### src/rtl/if_fetch.sv
// Instruction-fetch stage: owns the PC, assembles a 32-bit little-endian
// instruction from four byte reads on the shared byte-wide memory port,
// holds the pipeline via stallreq_o until the word is complete, and
// applies branch redirects from ID.
module if_fetch #(
  parameter logic [31:0] RESET_PC = 32'h0000_0000
) (
  input  logic        clk,
  input  logic        rst,
  input  logic [5:0]  stall,
  input  logic        branch_flag_i,
  input  logic [31:0] branch_target_i,
  input  logic        mem_busy_i,
  input  logic [7:0]  mem_data_i,
  output logic [31:0] mem_addr_o,
  output logic        mem_re_o,
  output logic [31:0] if_pc,
  output logic [31:0] if_inst,
  output logic [2:0]  if_cnt_o,
  output logic        stallreq_o
);

  localparam logic [2:0] BYTES = 3'd4;

  logic [31:0] pc_q, pc_d;
  logic [2:0]  issue_cnt_q, issue_cnt_d;
  logic [2:0]  recv_cnt_q, recv_cnt_d;
  logic [31:0] inst_buf_q, inst_buf_d;
  logic        rd_pending_q, rd_pending_d;

  logic        word_done;
  logic        issue;

  assign word_done = (recv_cnt_q == BYTES);

  // A read goes out whenever bytes remain to be requested and neither MEM
  // owns the port nor a redirect is discarding this fetch.
  assign issue      = (issue_cnt_q < BYTES) && !mem_busy_i && !branch_flag_i;
  assign mem_re_o   = issue;
  assign mem_addr_o = issue ? (pc_q + {29'd0, issue_cnt_q}) : pc_q;

  assign stallreq_o = !word_done;
  assign if_inst    = word_done ? inst_buf_q : 32'd0;
  assign if_pc      = pc_q;
  assign if_cnt_o   = recv_cnt_q;

  // Next-state: redirect beats advance beats normal issue/capture progress.
  always_comb begin
    pc_d         = pc_q;
    issue_cnt_d  = issue_cnt_q;
    recv_cnt_d   = recv_cnt_q;
    inst_buf_d   = inst_buf_q;
    rd_pending_d = 1'b0;
    if (branch_flag_i) begin
      // In-flight byte is dropped by clearing rd_pending with the counters.
      pc_d        = branch_target_i;
      issue_cnt_d = 3'd0;
      recv_cnt_d  = 3'd0;
      inst_buf_d  = 32'd0;
    end else if (word_done && !stall[0]) begin
      pc_d        = pc_q + 32'd4;
      issue_cnt_d = 3'd0;
      recv_cnt_d  = 3'd0;
      inst_buf_d  = 32'd0;
    end else begin
      if (issue) begin
        issue_cnt_d  = issue_cnt_q + 3'd1;
        rd_pending_d = 1'b1;
      end
      // Capture ignores mem_busy_i and stall: the data is already on the bus.
      if (rd_pending_q && !word_done) begin
        inst_buf_d[{recv_cnt_q[1:0], 3'b000} +: 8] = mem_data_i;
        recv_cnt_d = recv_cnt_q + 3'd1;
      end
    end
  end

  // State registers with synchronous reset; partial bytes are discarded.
  always_ff @(posedge clk) begin
    if (rst) begin
      pc_q         <= RESET_PC;
      issue_cnt_q  <= 3'd0;
      recv_cnt_q   <= 3'd0;
      inst_buf_q   <= 32'd0;
      rd_pending_q <= 1'b0;
    end else begin
      pc_q         <= pc_d;
      issue_cnt_q  <= issue_cnt_d;
      recv_cnt_q   <= recv_cnt_d;
      inst_buf_q   <= inst_buf_d;
      rd_pending_q <= rd_pending_d;
    end
  end

endmodule

### config.mk
export PLATFORM = sky130hd
export DESIGN_NAME = if_fetch
export DESIGN_NICKNAME = d
export VERILOG_FILES = /design/src/rtl/if_fetch.sv
export SDC_FILE = /design/constraint.sdc
export NUM_CORES = 1
export LEC_CHECK = 0
export CORE_ASPECT_RATIO = 1.1
export CORE_UTILIZATION = 47
export CTS_BUF_LIST = sky130_fd_sc_hd__clkbuf_2
export DETAILED_ROUTE_END_ITERATION = 12
export GPL_TIMING_DRIVEN = 0
export PLACE_DENSITY_LB_ADDON = 0.25
export SLEW_MARGIN = 10
export SYNTH_ARGS = -nofsm -noshare
export SYNTH_HDL_FRONTEND = slang
export SYNTH_SLANG_ARGS = --single-unit
### constraint.sdc
create_clock -name clk -period 2.6 [get_ports clk]
set_clock_uncertainty 0.1 [all_clocks]
set_input_delay 0.52 -clock clk [delete_from_list [all_inputs] [get_ports clk]]
set_output_delay 0.52 -clock clk [all_outputs]
set_load 0.02 [all_outputs]
==> metrics.md, run 1 <==
| Metric | Value |
|---|---|
| Wire length per cell | `slightly below 20 microns` |
| Outcome | `finished with violations` |
| Via count | `approximately 5000` |
| Crit start category | `flop` |
| Setup crit end kind | `output port` |
| # fillers | `approximately 580` |
| Worst VDD drop | `263 uV` |
| Num CTS Buffers | `9` |
| Final Instance Area | `6780 sq um` |
| Transition time of the tightest slew-check pin | `slightly below 0.9 ns` |
| WS Path Type | `flop to output port` |
| Antenna diodes | `0` |
| Seq/Total Area, Yosys | `between 30% and 40%` |
| Cts hold-fix bufs | `0` |
| Num Clock Sinks | `71` |
| Hold WC Path Type | `input port to flop` |
| Failing checks | `negative setup slack` |
| Final Total Pwr | `roughly 2500 uW` |
| CORE AREA | `around 8800 sq um` |
| Port buffer count | `roughly 150` |
| Remaining DRCs | `0` |
| CP Max Fanout | `8` |
| Post-layout min period | `~3.2 ns` |
| Synthesized flop and latch total | `71` |
| Largest family of logic cells by synthesized area | `simple AND/OR/NAND/NOR gates` |
| Ys async rst share | `0%` |
| Die width | `about 93 microns` |
| Worst setup margin | `-0.649 ns` |
| Worst skew pair latency | `between 0.5 and 0.6 ns` |
| Root Buffer | `clkbuf_2` |
| DRT Wirelength | `16400 microns` |
| Leak | `approximately 0.0031 uW` |
| CP Data Arrival Time | `2.63 ns` |
| Cells after synthesis | `529` |
| Clock Pin Slew Worst Setup and Hold Paths | `0.25 ns` |
| Dpl hpwl | `slightly below 10000 microns` |
| Synth Flop Type | `dfxtp_1` |
| GRT Util Overall | `30.4%` |
| Multi-input gate area | `around 3000 sq um` |
| CTS max path bufs | `2` |
| Antenna violations before repair | `0` |
| # rows | `36` |
| Period utilisation layout | `125%` |
| Initial core utilization | `between 40% and 50%` |
| Area Growth Syn to Fin | `58.7%` |
| Drt via density | `between 5 and 6` |
| First drt pass iteration count | `6` |
| Vias in the first global route | `4633` |
| Initial drt markers | `280` |
| Most common cell after layout, fill and taps aside | `clkdlybuf4s50_1` |
| Final setup fails | `31` |
| Slew Limit Fails | `0` |
| Adder-Cell Fraction of Synth Area | `~3.7%` |
| Max Cap Viol | `0` |
| Netlist Area Pre-Place | `about 4300 sq um` |
| Fmax | `just over 300 MHz` |
| Multiplexer area fraction after synthesis | `around 3.4%` |
| Final ANT Viol Nets | `0` |
| Yosys cell types | `47` |
| Num ports | `approximately 150` |
| Synthesized net count | `591` |
| H-tree levels | `3` |
| Pin count of the biggest net entering global routing | `14` |
| Sequential Area | `1470 sq um` |
| Most frequent cells in the layout | `clkdlybuf4s50_1, buf_4, dfxtp_1` |
| Placement Setup Slack | `-1.25 ns` |
| Total grt overflow | `0` |
| Xor and xnor area share after synthesis | `between 10% and 20%` |
| Worst EP required | `approximately 2 ns` |
| Final net count | `between 700 and 800` |
| Synth Area in Compound Gates | `11.0%` |
| Pwr Density | `372 nW/um^2` |
| Unrepaired setup endpoints after global routing | `true` |
| First-pass GRT wire length | `between 20000 and 25000 microns` |
| Die Y | `just over 100 microns` |
| Simple-gate share of the synthesized area | `30.8%` |
| Slew margin rel. | `between 40% and 50%` |
| Synth Warn # | `0` |
| Layout cells sized above 1 | `a little under a third` |
| Syn Area/Cell | `a little over 8 sq um` |
| TritonCTS clock tree | `yes` |
| Post-synth EDFFs | `0` |
| Area after DPL | `roughly 6000 sq um` |
| Die area | `9480 sq um` |
| Final Hold Vio Count | `0` |
| Placer congestion estimate | `0.896` |
state kept, by name, indices dropped and copies added, names as in the netlist:
| signal | flops |
|---|---|
| if_pc | 32 |
| inst_buf_q | 32 |
| rd_pending_q | 1 |
| if_cnt_o | 3 |
| issue_cnt_q | 3 |
metrics by stage:
stage                     hold WS (ns)  instances  util, %  TNS (ns)
after detailed placement         0.340        788     67.4    -30.01
after floorplan                  0.327        529        -   -0.0694
after global placement           0.337        788     67.4    -28.37
final                            0.134        852     76.8    -13.08
after CTS                        0.363        835     74.3     -9.18
after global routing             0.102        852     76.8    -16.87
routing by layer:
metal,vias up,wire length [microns],track usage [%]
li1,2236,-,-
met1,2334,5790,32.7
met2,345,8240,53.3
met3,82,1520,7.81
met4,0,833,19.8
met5,-,0,0
where the power goes:
group	total, uW	internal, uW	switching [uW]
sequential	1190	1120	70.1
clock	784	320	464
combinational	543	267	276
total	2520	1710	810
worst paths after layout:
kind	startpoint	depth (start not counted)	slack (ns)	end
worst max-delay path	if_pc[4]	8	-0.65	mem_addr_o[16]
worst min-delay path	mem_busy_i	2	0.13	rd_pending_q
worst max register to register	if_pc[3]	6	-0.05	if_pc[26]
worst min register to register	inst_buf_q[6]	2	0.36	inst_buf_q[6]
Yosys cell counts (2+ instances only):
cell type / number / share of area, %
dfxtp_1: 71 / 33
nand2_1: 54 / 4.7
a21oi_1: 45 / 5.3
nor2_1: 42 / 3.7
nand3_1: 38 / 4.5
xnor2_1: 38 / 7.8
and3_1: 36 / 5.3
xor2_1: 22 / 4.5
inv_1: 21 / 1.8
clkbuf_1: 20 / 1.8
o21a_1: 16 / 2.8
nand4_1: 13 / 1.9
ha_1: 11 / 3.2
mux2i_1: 11 / 2.6
nor3_1: 10 / 1.2
buf_2: 9 / 1.1
a22oi_1: 8 / 1.4
and2_1: 6 / 0.88
and4_1: 6 / 1.2
buf_1: 5 / 0.44
or3_1: 4 / 0.59
buf_4: 3 / 0.53
mux2_2: 3 / 0.79
nand4_2: 3 / 0.88
nor3b_1: 3 / 0.53
nor4_1: 3 / 0.44
nor4_2: 3 / 0.88
nand2b_1: 2 / 0.29
nand4b_1: 2 / 0.41
nor3_2: 2 / 0.47
o21ai_0: 2 / 0.23
or2_2: 2 / 0.29
final cells by class:
cell class / count / area share [%]
multi-input cells: 400 / 44.3
repair buffers: 198 / 26.1
flip-flops and latches: 71 / 21.7
plain buffers: 32 / 2.66
well taps: 114 / 2.10
clock inverters: 7 / 1.38
inverters: 21 / 1.16
clock buffers: 9 / 0.664
repair_timing:
item	CTS	global route
endpoints found under the setup margin	68	65
buffers inserted	33	21
resized for setup	329	74
cloned	0	0
pin swaps	22	31
cells by family after synthesis:
logic type               after synthesis
buffers and inverters                 58
flip-flops                            71
AND/OR/NAND/NOR                      238
AO/OA/AOI/OAI                         76
multiplexers                          14
XOR/XNOR                              60
adder cells (fa/ha/maj)               12
worst max-delay path, cell delays in order, from the launching register on:
cell,delay (ns)
dfxtp_1,0.42
buf_2,0.22
and4_1,0.29
nand4_4,0.20
buf_4,0.22
nor2_4,0.17
buf_4,0.17
xor2_1,0.19
buf_4,0.18
Note: power is estimated with default switching activity, not from simulation.
==> run 2, diff against run 1 <==
- CELL_PAD_IN_SITES_DETAIL_PLACEMENT: default -> 0
- CELL_PAD_IN_SITES_GLOBAL_PLACEMENT: default -> 1
- CORE_UTILIZATION: 47 -> 36
- clock period: 2.6 -> 3.9 ns (I/O delays scaled with it)
==> run 2 against run 1 <==
The run now ends clean. Global-route usage fell by 8.7 points. Final area down 10%. Critical path type is now input port to output port. Sequential power fell by 34%. Register-to-register slack better by 1.2 ns. Count of clock-buffer cells in the layout increased by 1. Sequential share of layout area rose by 1.6 points.
==> metrics.md, run 2 (synthesis gave the netlist of run 1 again) <==
| Metric | Value |
|---|---|
| Worst skew pair latency | `0.52 ns (was 0.56 ns)` |
| Via count | `4246 (was 4997)` |
| GRT Util Overall | `21.7% (was 30.4%)` |
| Antenna violations before repair | `0 (unchanged)` |
| WS Path Type | `input port to output port (was flop to output port)` |
| Outcome | `finished clean (was finished with violations)` |
| Worst hold path depth | `2 (unchanged)` |
| R2R Path End | `if_pc[26] (unchanged)` |
| Worst hold path endpoint | `inst_buf_q[28] (was rd_pending_q)` |
| Root Buffer | `clkbuf_2 (unchanged)` |
| Placer congestion estimate | `0.859 (was 0.896)` |
| Final Hold Vio Count | `0 (unchanged)` |
| Area Growth Syn to Fin | `42.7% (was 58.7%)` |
| CP Data Arrival Time | `2.99 ns (was 2.63 ns)` |
| Setup TNS | `0 ns (was -13.08 ns)` |
| Post-placement cell count | `824 (was 788)` |
| Number of cells on the worst reg-to-reg path | `8 (was 6)` |
| Port buffer count | `145 (unchanged)` |
| Final net count | `750 (was 795)` |
| First-pass GRT wire length | `20800 microns (was 22400 microns)` |
| Most common cell after layout, fill and taps aside | `clkdlybuf4s50_1 (unchanged)` |
| Final setup fails | `0 (was 31)` |
| Fin cells | `843 (was 852)` |
| Vias in the first global route | `4180 (was 4633)` |
| Slew Limit Fails | `0 (unchanged)` |
| Die area | `12300 sq um (was 9480 sq um)` |
| Worst VDD drop | `151 uV (was 263 uV)` |
| Worst EP required | `3.02 ns (was 1.98 ns)` |
| Final ANT Viol Nets | `0 (unchanged)` |
| Core Util, Final | `53.1% (was 76.8%)` |
| TritonCTS clock tree | `yes (unchanged)` |
| Most frequent cells in the layout | `clkdlybuf4s50_1, dfxtp_1, nand2_1 (was clkdlybuf4s50_1, buf_4, dfxtp_1)` |
| CORE AREA | `11500 sq um (was 8830 sq um)` |
| Pwr Density | `252 nW/um^2 (was 372 nW/um^2)` |
| CP Max Fanout | `8 (unchanged)` |
| Fmax | `around 260 MHz` |
| Setup crit end kind | `output port (unchanged)` |
| Unrepaired setup endpoints after global routing | `true (unchanged)` |
| Layout cells sized above 1 | `8.08% (was 31.4%)` |
| Leak | `0.00258 uW (was 0.00308 uW)` |
| Placement Setup Slack | `-0.501 ns (was -1.25 ns)` |
| FF-to-FF setup slack | `1.18 ns (was -0.05 ns)` |
| Worst r2r src | `if_cnt_o[0] (was if_pc[3])` |
| Hold WC Path Type | `flop to flop (was input port to flop)` |
| CTS max path bufs | `2 (unchanged)` |
| Clock Pin Slew Worst Setup and Hold Paths | `0.20 ns (was 0.25 ns)` |
| Max Cap Viol | `0 (unchanged)` |
| # rows | `41 (was 36)` |
| Slew margin rel. | `44.2% (was 41.2%)` |
| Die width | `106 microns (was 92.9 microns)` |
| Dpl hpwl | `10100 microns (was 9630 microns)` |
| Num CTS Buffers | `9 (unchanged)` |
| H-tree levels | `3 (unchanged)` |
| Initial core utilization | `37.2% (was 48.4%)` |
| Die Y | `116 microns (was 102 microns)` |
| Pin count of the biggest net entering global routing | `13 (was 14)` |
| Num Clock Sinks | `71 (unchanged)` |
| Initial drt markers | `110 (was 280)` |
| Total grt overflow | `0 (unchanged)` |
| Wire length per cell | `15.5 microns (was 19.2 microns)` |
| Remaining DRCs | `0 (unchanged)` |
| Transition time of the tightest slew-check pin | `0.835 ns (was 0.880 ns)` |
| Period utilisation layout | `99.2%` |
| DRT Wirelength | `13100 microns (was 16400 microns)` |
| Num ports | `151 (unchanged)` |
| Crit start category | `input port (was flop)` |
| Worst setup margin | `0.0310 ns (was -0.649 ns)` |
| First drt pass iteration count | `4 (was 6)` |
| Drt via density | `5.04 (was 5.87)` |
| Min-delay src | `inst_buf_q[28] (was mem_busy_i)` |
| Cts hold-fix bufs | `0 (unchanged)` |
| Antenna diodes | `0 (unchanged)` |
| Post-layout min period | `approximately 3.9 ns` |
## run 2: cell types whose count changed in the layout (fill, tap and decap cells not counted), sizes merged
cell / before / now
dlymetal6s2s: 2 / 8
clkinv: 2 / 4
clkdlybuf4s15: 9 / 0
buf: 117 / 20
dlygate4sd2: 4 / 11
clkdlybuf4s50: 77 / 125
inv: 23 / 21
bufinv: 2 / 1
clkbuf: 30 / 31
## run 2: cell type report
class                           instances  area [sq um]
Fill cell                            1165          5390
Multi-Input combinational cell        400          2660
Timing Repair Buffer                  148          1480
Sequential cell                        71          1420
Tap cell                              150           188
Buffer                                 37           161
Inverter                               21          78.8
Clock inverter                          6          61.3
Clock buffer                           10          50.0
## run 2: repair_timing
action / in CTS / in global routing
buffers inserted: 2 / 1
setup endpoints to repair: 25 / 11
gates resized for setup: 19 / 12
pin swaps: 2 / 2
## run 2: metal layers
| metal | vias up | GRT usage, % | share of wire [%] |
|---|---|---|---|
| met3 | 19 | 5.30 | 6.0 |
| met4 | 0 | 7.78 | 1.8 |
| met1 | 1948 | 25.3 | 42 |
| li1 | 2146 | - | - |
| met2 | 133 | 39.0 | 50 |
| met5 | - | 0 | 0 |
## run 2: per-stage QoR
| step | instance area (sq um) | power (uW) | hold slack (ns) |
|---|---|---|---|
| after floorplan | 4270 | 959 | 0.327 |
| after global placement | 5910 | 1130 | 0.338 |
| after detailed placement | 5910 | 1130 | 0.342 |
| after CTS | 6060 | 1550 | 0.364 |
| after global routing | 6100 | 1610 | 0.384 |
| final | 6100 | 1540 | 0.363 |
## run 2: worst max-delay path by stage
stage                     depth (start not counted)              to          start  slack (ns)
after floorplan                                   5  mem_addr_o[26]  branch_flag_i        0.68
after global placement                            7  mem_addr_o[26]  branch_flag_i       -0.53
after detailed placement                          7  mem_addr_o[26]  branch_flag_i       -0.50
after CTS                                         7  mem_addr_o[25]     mem_busy_i       0.001
after global routing                              7  mem_addr_o[25]       if_pc[8]       -0.12
final                                             7  mem_addr_o[25]  branch_flag_i        0.03
## run 2: critical path: stages
cell and delay [ns]:
clkdlybuf4s50_1 0.49, nor3_4 0.31, a21boi_4 0.28, nand2_4 0.13
nor2_1 0.15, xor2_1 0.20, clkdlybuf4s50_1 0.63
## run 2: power breakdown
group / total, uW / switching, uW / leakage [uW] / internal (uW)
Clock: 425 / 277 / 0.0000717 / 148
Combinational: 329 / 169 / 0.00193 / 161
Sequential: 784 / 33.6 / 0.000580 / 750
